### src/rtl/reservoir_fill_controller.sv
// Inlet-valve controller for the irrigation reservoir: hysteresis filling
// between LOW_MARK and HIGH_MARK, minimum valve on/off times, and a latched
// fault when the level fails to rise while the valve is open.
module reservoir_fill_controller #(
    parameter int unsigned LOW_MARK     = 2,
    parameter int unsigned HIGH_MARK    = 6,
    parameter int unsigned MIN_ON       = 4,
    parameter int unsigned MIN_OFF      = 4,
    parameter int unsigned RISE_TIMEOUT = 16,
    parameter int unsigned TW           = 8
) (
    input  logic       clock,
    input  logic       reset,
    input  logic       enable,
    input  logic [2:0] level,
    input  logic       fault_clear,
    output logic       valve_open,
    output logic       fault,
    output logic [1:0] state,
    output logic [7:0] fill_count
);

    typedef enum logic [1:0] {
        ST_OFF   = 2'b00,
        ST_FILL  = 2'b01,
        ST_FAULT = 2'b10
    } state_e;

    localparam logic [TW-1:0] T_MAX      = '1;
    localparam logic [TW-1:0] MIN_ON_M1  = TW'(MIN_ON - 1);
    localparam logic [TW-1:0] MIN_OFF_M1 = TW'(MIN_OFF - 1);
    localparam logic [TW-1:0] RISE_TO_M1 = TW'(RISE_TIMEOUT - 1);
    localparam logic [2:0]    LOW_LVL    = 3'(LOW_MARK);
    localparam logic [2:0]    HIGH_LVL   = 3'(HIGH_MARK);

    state_e        state_q, state_d;
    logic [TW-1:0] t_q, t_d;
    logic [TW-1:0] rise_t_q, rise_t_d;
    logic [2:0]    level_q;
    logic [7:0]    fill_count_q, fill_count_d;
    logic          valve_open_q, fault_q;
    logic          rise;

    // Next-state decision: transitions, timers and fill counter.
    always_comb begin
        rise         = (level > level_q);
        state_d      = state_q;
        fill_count_d = fill_count_q;
        rise_t_d     = '0;

        unique case (state_q)
            ST_OFF: begin
                if (enable && (level <= LOW_LVL) && (t_q >= MIN_OFF_M1)) begin
                    state_d      = ST_FILL;
                    fill_count_d = fill_count_q + 8'd1;
                end
            end
            ST_FILL: begin
                if (!enable || (level == 3'd7)) begin
                    state_d = ST_OFF;
                end else if (!rise && (level < HIGH_LVL) && (rise_t_q == RISE_TO_M1)) begin
                    state_d = ST_FAULT;
                end else if ((level >= HIGH_LVL) && (t_q >= MIN_ON_M1)) begin
                    state_d = ST_OFF;
                end else if (rise) begin
                    rise_t_d = '0;
                end else begin
                    rise_t_d = (rise_t_q == T_MAX) ? T_MAX : rise_t_q + TW'(1);
                end
            end
            ST_FAULT: begin
                if (fault_clear) begin
                    state_d = ST_OFF;
                end
            end
            default: state_d = ST_OFF;
        endcase

        // Any state change restarts the state timer, so a cleared fault
        // still has to serve the full minimum off time.
        if (state_d != state_q) begin
            t_d = '0;
        end else begin
            t_d = (t_q == T_MAX) ? T_MAX : t_q + TW'(1);
        end
    end

    // State register with outputs registered alongside the state.
    always_ff @(posedge clock or posedge reset) begin
        if (reset) begin
            state_q      <= ST_OFF;
            t_q          <= T_MAX;
            rise_t_q     <= '0;
            level_q      <= '0;
            fill_count_q <= '0;
            valve_open_q <= 1'b0;
            fault_q      <= 1'b0;
        end else begin
            state_q      <= state_d;
            t_q          <= t_d;
            rise_t_q     <= rise_t_d;
            level_q      <= level;
            fill_count_q <= fill_count_d;
            valve_open_q <= (state_d == ST_FILL);
            fault_q      <= (state_d == ST_FAULT);
        end
    end

    assign valve_open = valve_open_q;
    assign fault      = fault_q;
    assign state      = state_q;
    assign fill_count = fill_count_q;

endmodule

### config.mk
export PLATFORM = sky130hd
export DESIGN_NAME = reservoir_fill_controller
export DESIGN_NICKNAME = d
export VERILOG_FILES = /design/src/rtl/reservoir_fill_controller.sv
export SDC_FILE = /design/constraint.sdc
export NUM_CORES = 1
export LEC_CHECK = 0
export ABC_AREA = 1
export CAP_MARGIN = 25
export CORE_ASPECT_RATIO = 0.8
export CORE_MARGIN = 5
export CORE_UTILIZATION = 30
export CTS_BUF_LIST = sky130_fd_sc_hd__clkbuf_16
export DETAILED_ROUTE_END_ITERATION = 7
export PLACE_DENSITY_LB_ADDON = 0.15
export SLEW_MARGIN = 25
export SYNTH_ARGS = -nofsm -noshare
export SYNTH_HDL_FRONTEND = slang
export SYNTH_SLANG_ARGS = --single-unit
### constraint.sdc
create_clock -name clock -period 1.8 [get_ports clock]
set_input_delay 0.36 -clock clock [delete_from_list [all_inputs] [get_ports clock]]
set_output_delay 0.36 -clock clock [all_outputs]
set_load 0.005 [all_outputs]
======== Word-level counts from Yosys, hierarchy flattened ========
Index checks and enable logic that the tools add are counted.
operators by class
  add/subtract/negate cells ............... 3
  multiply operators ...................... 0
  divide/modulo/power cells ............... 0
  $lt $le $gt $ge ......................... 5
  equality and inequality tests ........... 9
  shift operators ......................... 0
  mux-type cells .......................... 14
  bitwise logic cells ..................... 0
  reduce and logical (&&, ||, !) cells .... 10
operator list
  kind                   number
  $mux W8                8
  $add A8 B1 Y8 const B  3
  $eq A8 B8 Y1 const B   2
  $mux W2                5
  $eq A8 B4 Y1 const B   1
  $ge A8 B2 Y1 const B   1
  $pmux W2 S3            1
  $logic_and A1 B1 Y1    5
  $eq A2 B1 Y1 const B   2
  $eq A2 B2 Y1 const B   2
  $eq A3 B3 Y1 const B   1
  $ge A3 B3 Y1 const B   1
  $gt A3 B3 Y1           1
  $le A3 B2 Y1 const B   1
  $lt A3 B3 Y1 const B   1
  $logic_not A1 Y1       2
  $logic_not A2 Y1       1
  $ne A2 B2 Y1           1
  $reduce_and A2 Y1      1
  $logic_or A1 B1 Y1     1
storage, ports and cells
  register bits ........................... 31
  bits in latches ......................... 0
  RAM bits ................................ 0
  bits in read-only memories .............. 0
  input bits .............................. 7
  logic and storage cells ................. 48
  memories ................................ 0

======== Logic depth before layout (Yosys ltp) ========
Gate-level depths: netlist of run 1.
  word-level depth ........................ 9
  mapped depth ............................ 11
  gate-level depth less buffers ........... 11

======== Worst setup path before layout of run 1 ========
No wires, ideal clock.
  path kind ............................... register to register
  start point ............................. register t_q[0]
  end point ............................... register t_q[3]
  arrival ................................. 1.369 ns
  required time ........................... 1.736 ns
  path slack .............................. 0.367 ns
  stages on the path, launching flop included .. 9
  path buffers ............................ 0
  clock period less this slack ............ 1.433 ns
  cells stage by stage .................... dfstp_2 > ha_1 > nand2_1 > inv_2 > nand3_2 > nor3_4 > o21bai_1 > inv_1 > nor2_2
between the ends
  cells in the longest elaborated chain, start to end .. 8
  elaborated cells on any way between the ends .. 13
  those cells by class .................... add/sub (1); order compare (1); eq/ne (2); mux (7); reduce/logical (2)
ends and longest elaborated chain
  what                      RTL line  text
  start: declaration        37        logic [TW-1:0] t_q, t_d;
  start signal: assignment  100       t_q <= t_d;
  $ge A8 B2 Y1              53, 63
  $logic_and A1 B1 Y1       63        end else if ((level >= HIGH_LVL) && (t_q >= MIN_ON_M1)) begin
  $mux W2                   63
  $mux W2                   61        end else if (!rise && (level < HIGH_LVL) && (rise_t_q == RISE_TO_M1)) begin
  $mux W2                   59        if (!enable || (level == 3'd7)) begin
  $pmux W2 S3               51        unique case (state_q)
  $ne A2 B2 Y1              81        if (state_d != state_q) begin
  $mux W8 *                 81
  via t_d[3]                37
Mark *: on every way through the listed nets, which the timed path passes. The rest lies on a longest branch.
A chain may end at the register's enable or synchronous reset.

======== Worst setup path in the final report of run 1 ========
  start point ............................. input port level[0]
  end point ............................... register t_q[0]
between the ends
  cells in the longest elaborated chain, start to end .. 9
  elaborated cells on any way between the ends .. 19
  those cells by class .................... order compare (4); eq/ne (2); mux (6); reduce/logical (7)
ends and longest elaborated chain
  what                              RTL line  text
  start: declaration                15        input logic [2:0] level,
  $gt A3 B3 Y1                      46        rise = (level > level_q);
  $logic_not A1 Y1                  61
  $logic_and A1 B1 Y1 (2 in a row)  61
  $mux W2                           61
  $mux W2                           59
  $pmux W2 S3 *                     51
  $ne A2 B2 Y1 *                    81
  $mux W8 *                         81
  via t_d[0]                        37
Marks and branches as above.

==> out/results.txt, run 1 <==
DRC -> 0
dpl hpwl -> 2.44 mm
CP required -> 2.01 ns
Yosys top cell by area -> dfrtp_1
Synth Instances -> 194
outcome -> finished, final reports clean
Bufs on Longest Clock Path -> 2
# clock sinks -> 31
I/O pin total -> 19
Yosys reg bits -> 31
count of buffers from port buffering -> 18
sequential fraction of the synthesis area -> 46.1%
Switch Pwr -> 773 µW
Root Driver -> clkbuf_16
Area contributors post-synth -> dfrtp_1, dfstp_2, nand2_1
Syn Area/Cell -> 8.79 µm²
Clock Pin Slew Worst Setup and Hold Paths -> 0.05 ns
pwr dens -> 1110 nW/µm²
antenna violations before repair -> 0
gr usage total -> 9.91%
DR vias -> 1313
crit path DAT -> 1.87 ns
Relative slew margins -> 72.9%
chip height -> 77.4 µm
asr flop ratio synth -> 100%
FP Rows -> 24
max-cap viol count -> 0
most frequent cells in the layout -> nand2_1, inv_1, dfrtp_1
unrepaired setup endpoints after global routing -> no
critical path capture point type -> flop
area fraction of the dominant cell type after synthesis -> 33.7%
die area -> 7300 µm²
fraction of layout cells with a size suffix above 1 -> 24.0%
pre-CTS WS -> -0.196 ns
starting density of the core -> 31.0%
switching part of the total -> 31.4%
clock skew -> 0.00363 ns
distinct cell type count after synthesis -> 35
nature of the critical path startpoint -> input pin
1st-iter DRT viols -> 47
Syn Nets -> 207
final setup violation count -> 0
commonest non-fill, non-tap cell in the layout -> nand2_1
synth warn -> 0
Post-Route WL -> 3.29 mm
nets -> 241
Comb power frac -> 28.9%
setup bufs post-CTS -> 0
Initial DRT Pass Iterations -> 4
vias in the first global route -> 1281
HP Class -> input pin to asynchronous set/reset pin
Slew @ Worst Pin -> 0.406 ns
H-tree Lvls -> 2
Crit Path Max Fanout -> 8
part of the power in registers -> 38.9%
antenna violation net count after detailed routing -> 0
routability cong. -> 0.746
gr ovfl total -> 0
Post-synth EDFFs -> 0
setup TNS -> 0 ns
Pleak -> 1.03 nW
CTS tree -> built
setup ws final -> 0.141 ns
worst setup path class -> input pin to flop
Clock power frac -> 32.2%
Util after Layout -> 40.3%
largest net degree at the start of global routing -> 32
core area -> 5500 µm²
overall power -> 2.46 mW
first-pass GRT wire length -> 5.76 mm
synthesis-to-finish area growth -> 30.0%
Final Hold Viols -> 0
worst-skew pair later-pin latency -> 0.27 ns
ys flop type -> dfrtp_1
synthesized area -> 1710 µm²
Max VDD drop -> 0.000480 V
Tcrit/Tclk final -> 92.2%
routed vias/inst -> 4.28
Antenna diodes -> 0
final-report max-slew violation count -> 0
Max Fclk -> 603 MHz
# hold bufs at CTS -> 0
CTS buffer count -> 5
Int Pwr -> 1.69 mW
routed length per instance -> 10.7 µm
Die W -> 94.3 µm
Final min period -> 1.66 ns
==> path summary, 6_finish.rpt <==
| path | startpoint | to | slack [ns] | cells after the start |
|---|---|---|---|---|
| max | level[0] | t_q[0] | 0.14 | 10 |
| max reg2reg | t_q[0] | fill_count[6] | 0.22 | 8 |
| min reg2reg | rise_t_q[0] | rise_t_q[0] | 0.48 | 1 |
| max in group asynchronous | reset | t_q[4] | 1.00 | 3 |
| min in group clock | rise_t_q[0] | rise_t_q[0] | 0.48 | 1 |
| min | reset | level_q[1] | 0.47 | 3 |
==> repair_timing <==
item,in CTS,in global routing
hold endpoints to repair,0,0
gates resized for setup,0,4
endpoints found under the setup margin,0,5
==> synth_stat cells, types with 4 or more instances <==
cell,instances
dfstp_2,8
nand2_1,34
nor3_1,4
nor2_2,9
inv_1,27
ha_1,6
xor2_1,4
dfrtp_1,23
nand4_1,6
o21ai_0,5
a21oi_1,9
nor2_1,19
nand3_1,9
==> state kept, by name (all words and copies together) (netlist names) <==
register / cells
fault: 1
fill_count: 8
level_q: 3
rise_t_q: 8
state: 2
t_q: 8
valve_open: 1
==> layout make-up <==
type / count / area (µm²)
Inverter: 30 / 114
Fill cell: 551 / 3280
Clock buffer: 5 / 125
Sequential cell: 31 / 786
Clock inverter: 3 / 15.0
Tap cell: 78 / 97.6
Timing Repair Buffer: 27 / 248
Multi-Input combinational cell: 133 / 832
==> cells by family (layout without fill, tap and decap cells) <==
| group | Yosys count | in the layout | share of synthesized area (%) |
|---|---|---|---|
| compound gates | 20 | 20 | 6.90 |
| xor+xnor | 7 | 7 | 4.04 |
| fa+ha+maj | 6 | 6 | 4.40 |
| buf+inv | 30 | 65 | 6.68 |
| flops | 31 | 31 | 46.1 |
| simple gates | 100 | 100 | 31.9 |
==> power groups by stage <==
stage	Combinational (mW)	Clock [mW]	Sequential, mW
floorplan	0.472	0	0.954
global placement	0.715	0	0.967
detailed placement	0.716	0	0.967
CTS	0.716	0.829	0.956
global route	0.807	0.861	0.980
finish	0.712	0.792	0.957
==> through the flow <==
step	instance area [µm²]	hold WS (ns)	std cells
6_report	2220	0.471	307
5_1_grt	2220	0.504	307
4_1_cts	2190	0.487	307
3_5_place_dp	2050	0.480	299
3_3_place_gp	2050	0.475	299
2_1_floorplan	1710	0.391	194
==> per-layer routing <==
metal	global-route usage [%]	wire (µm)	vias to the layer above
met4	3.03	27	0
met5	0	0	-
li1	-	-	698
met3	3.68	150	2
met1	14.0	1790	595
met2	14.0	1320	18
==> critical path, cell delays in order <==
cell	delay [ns]
clkdlybuf4s50_1	0.48
inv_1	0.05
ha_1	0.29
nand3_1	0.09
nand2_2	0.10
nand2_2	0.11
nand3_2	0.11
nand2_4	0.11
nand2_8	0.08
nor2_2	0.09
Power figures use the tool's default switching activity.
==> run 2: changes to the inputs <==
SKIP_CTS_REPAIR_TIMING = 1   (was not set)
==> results of run 2 <==
Final layout, timing and power as in run 1 (identical DEF).
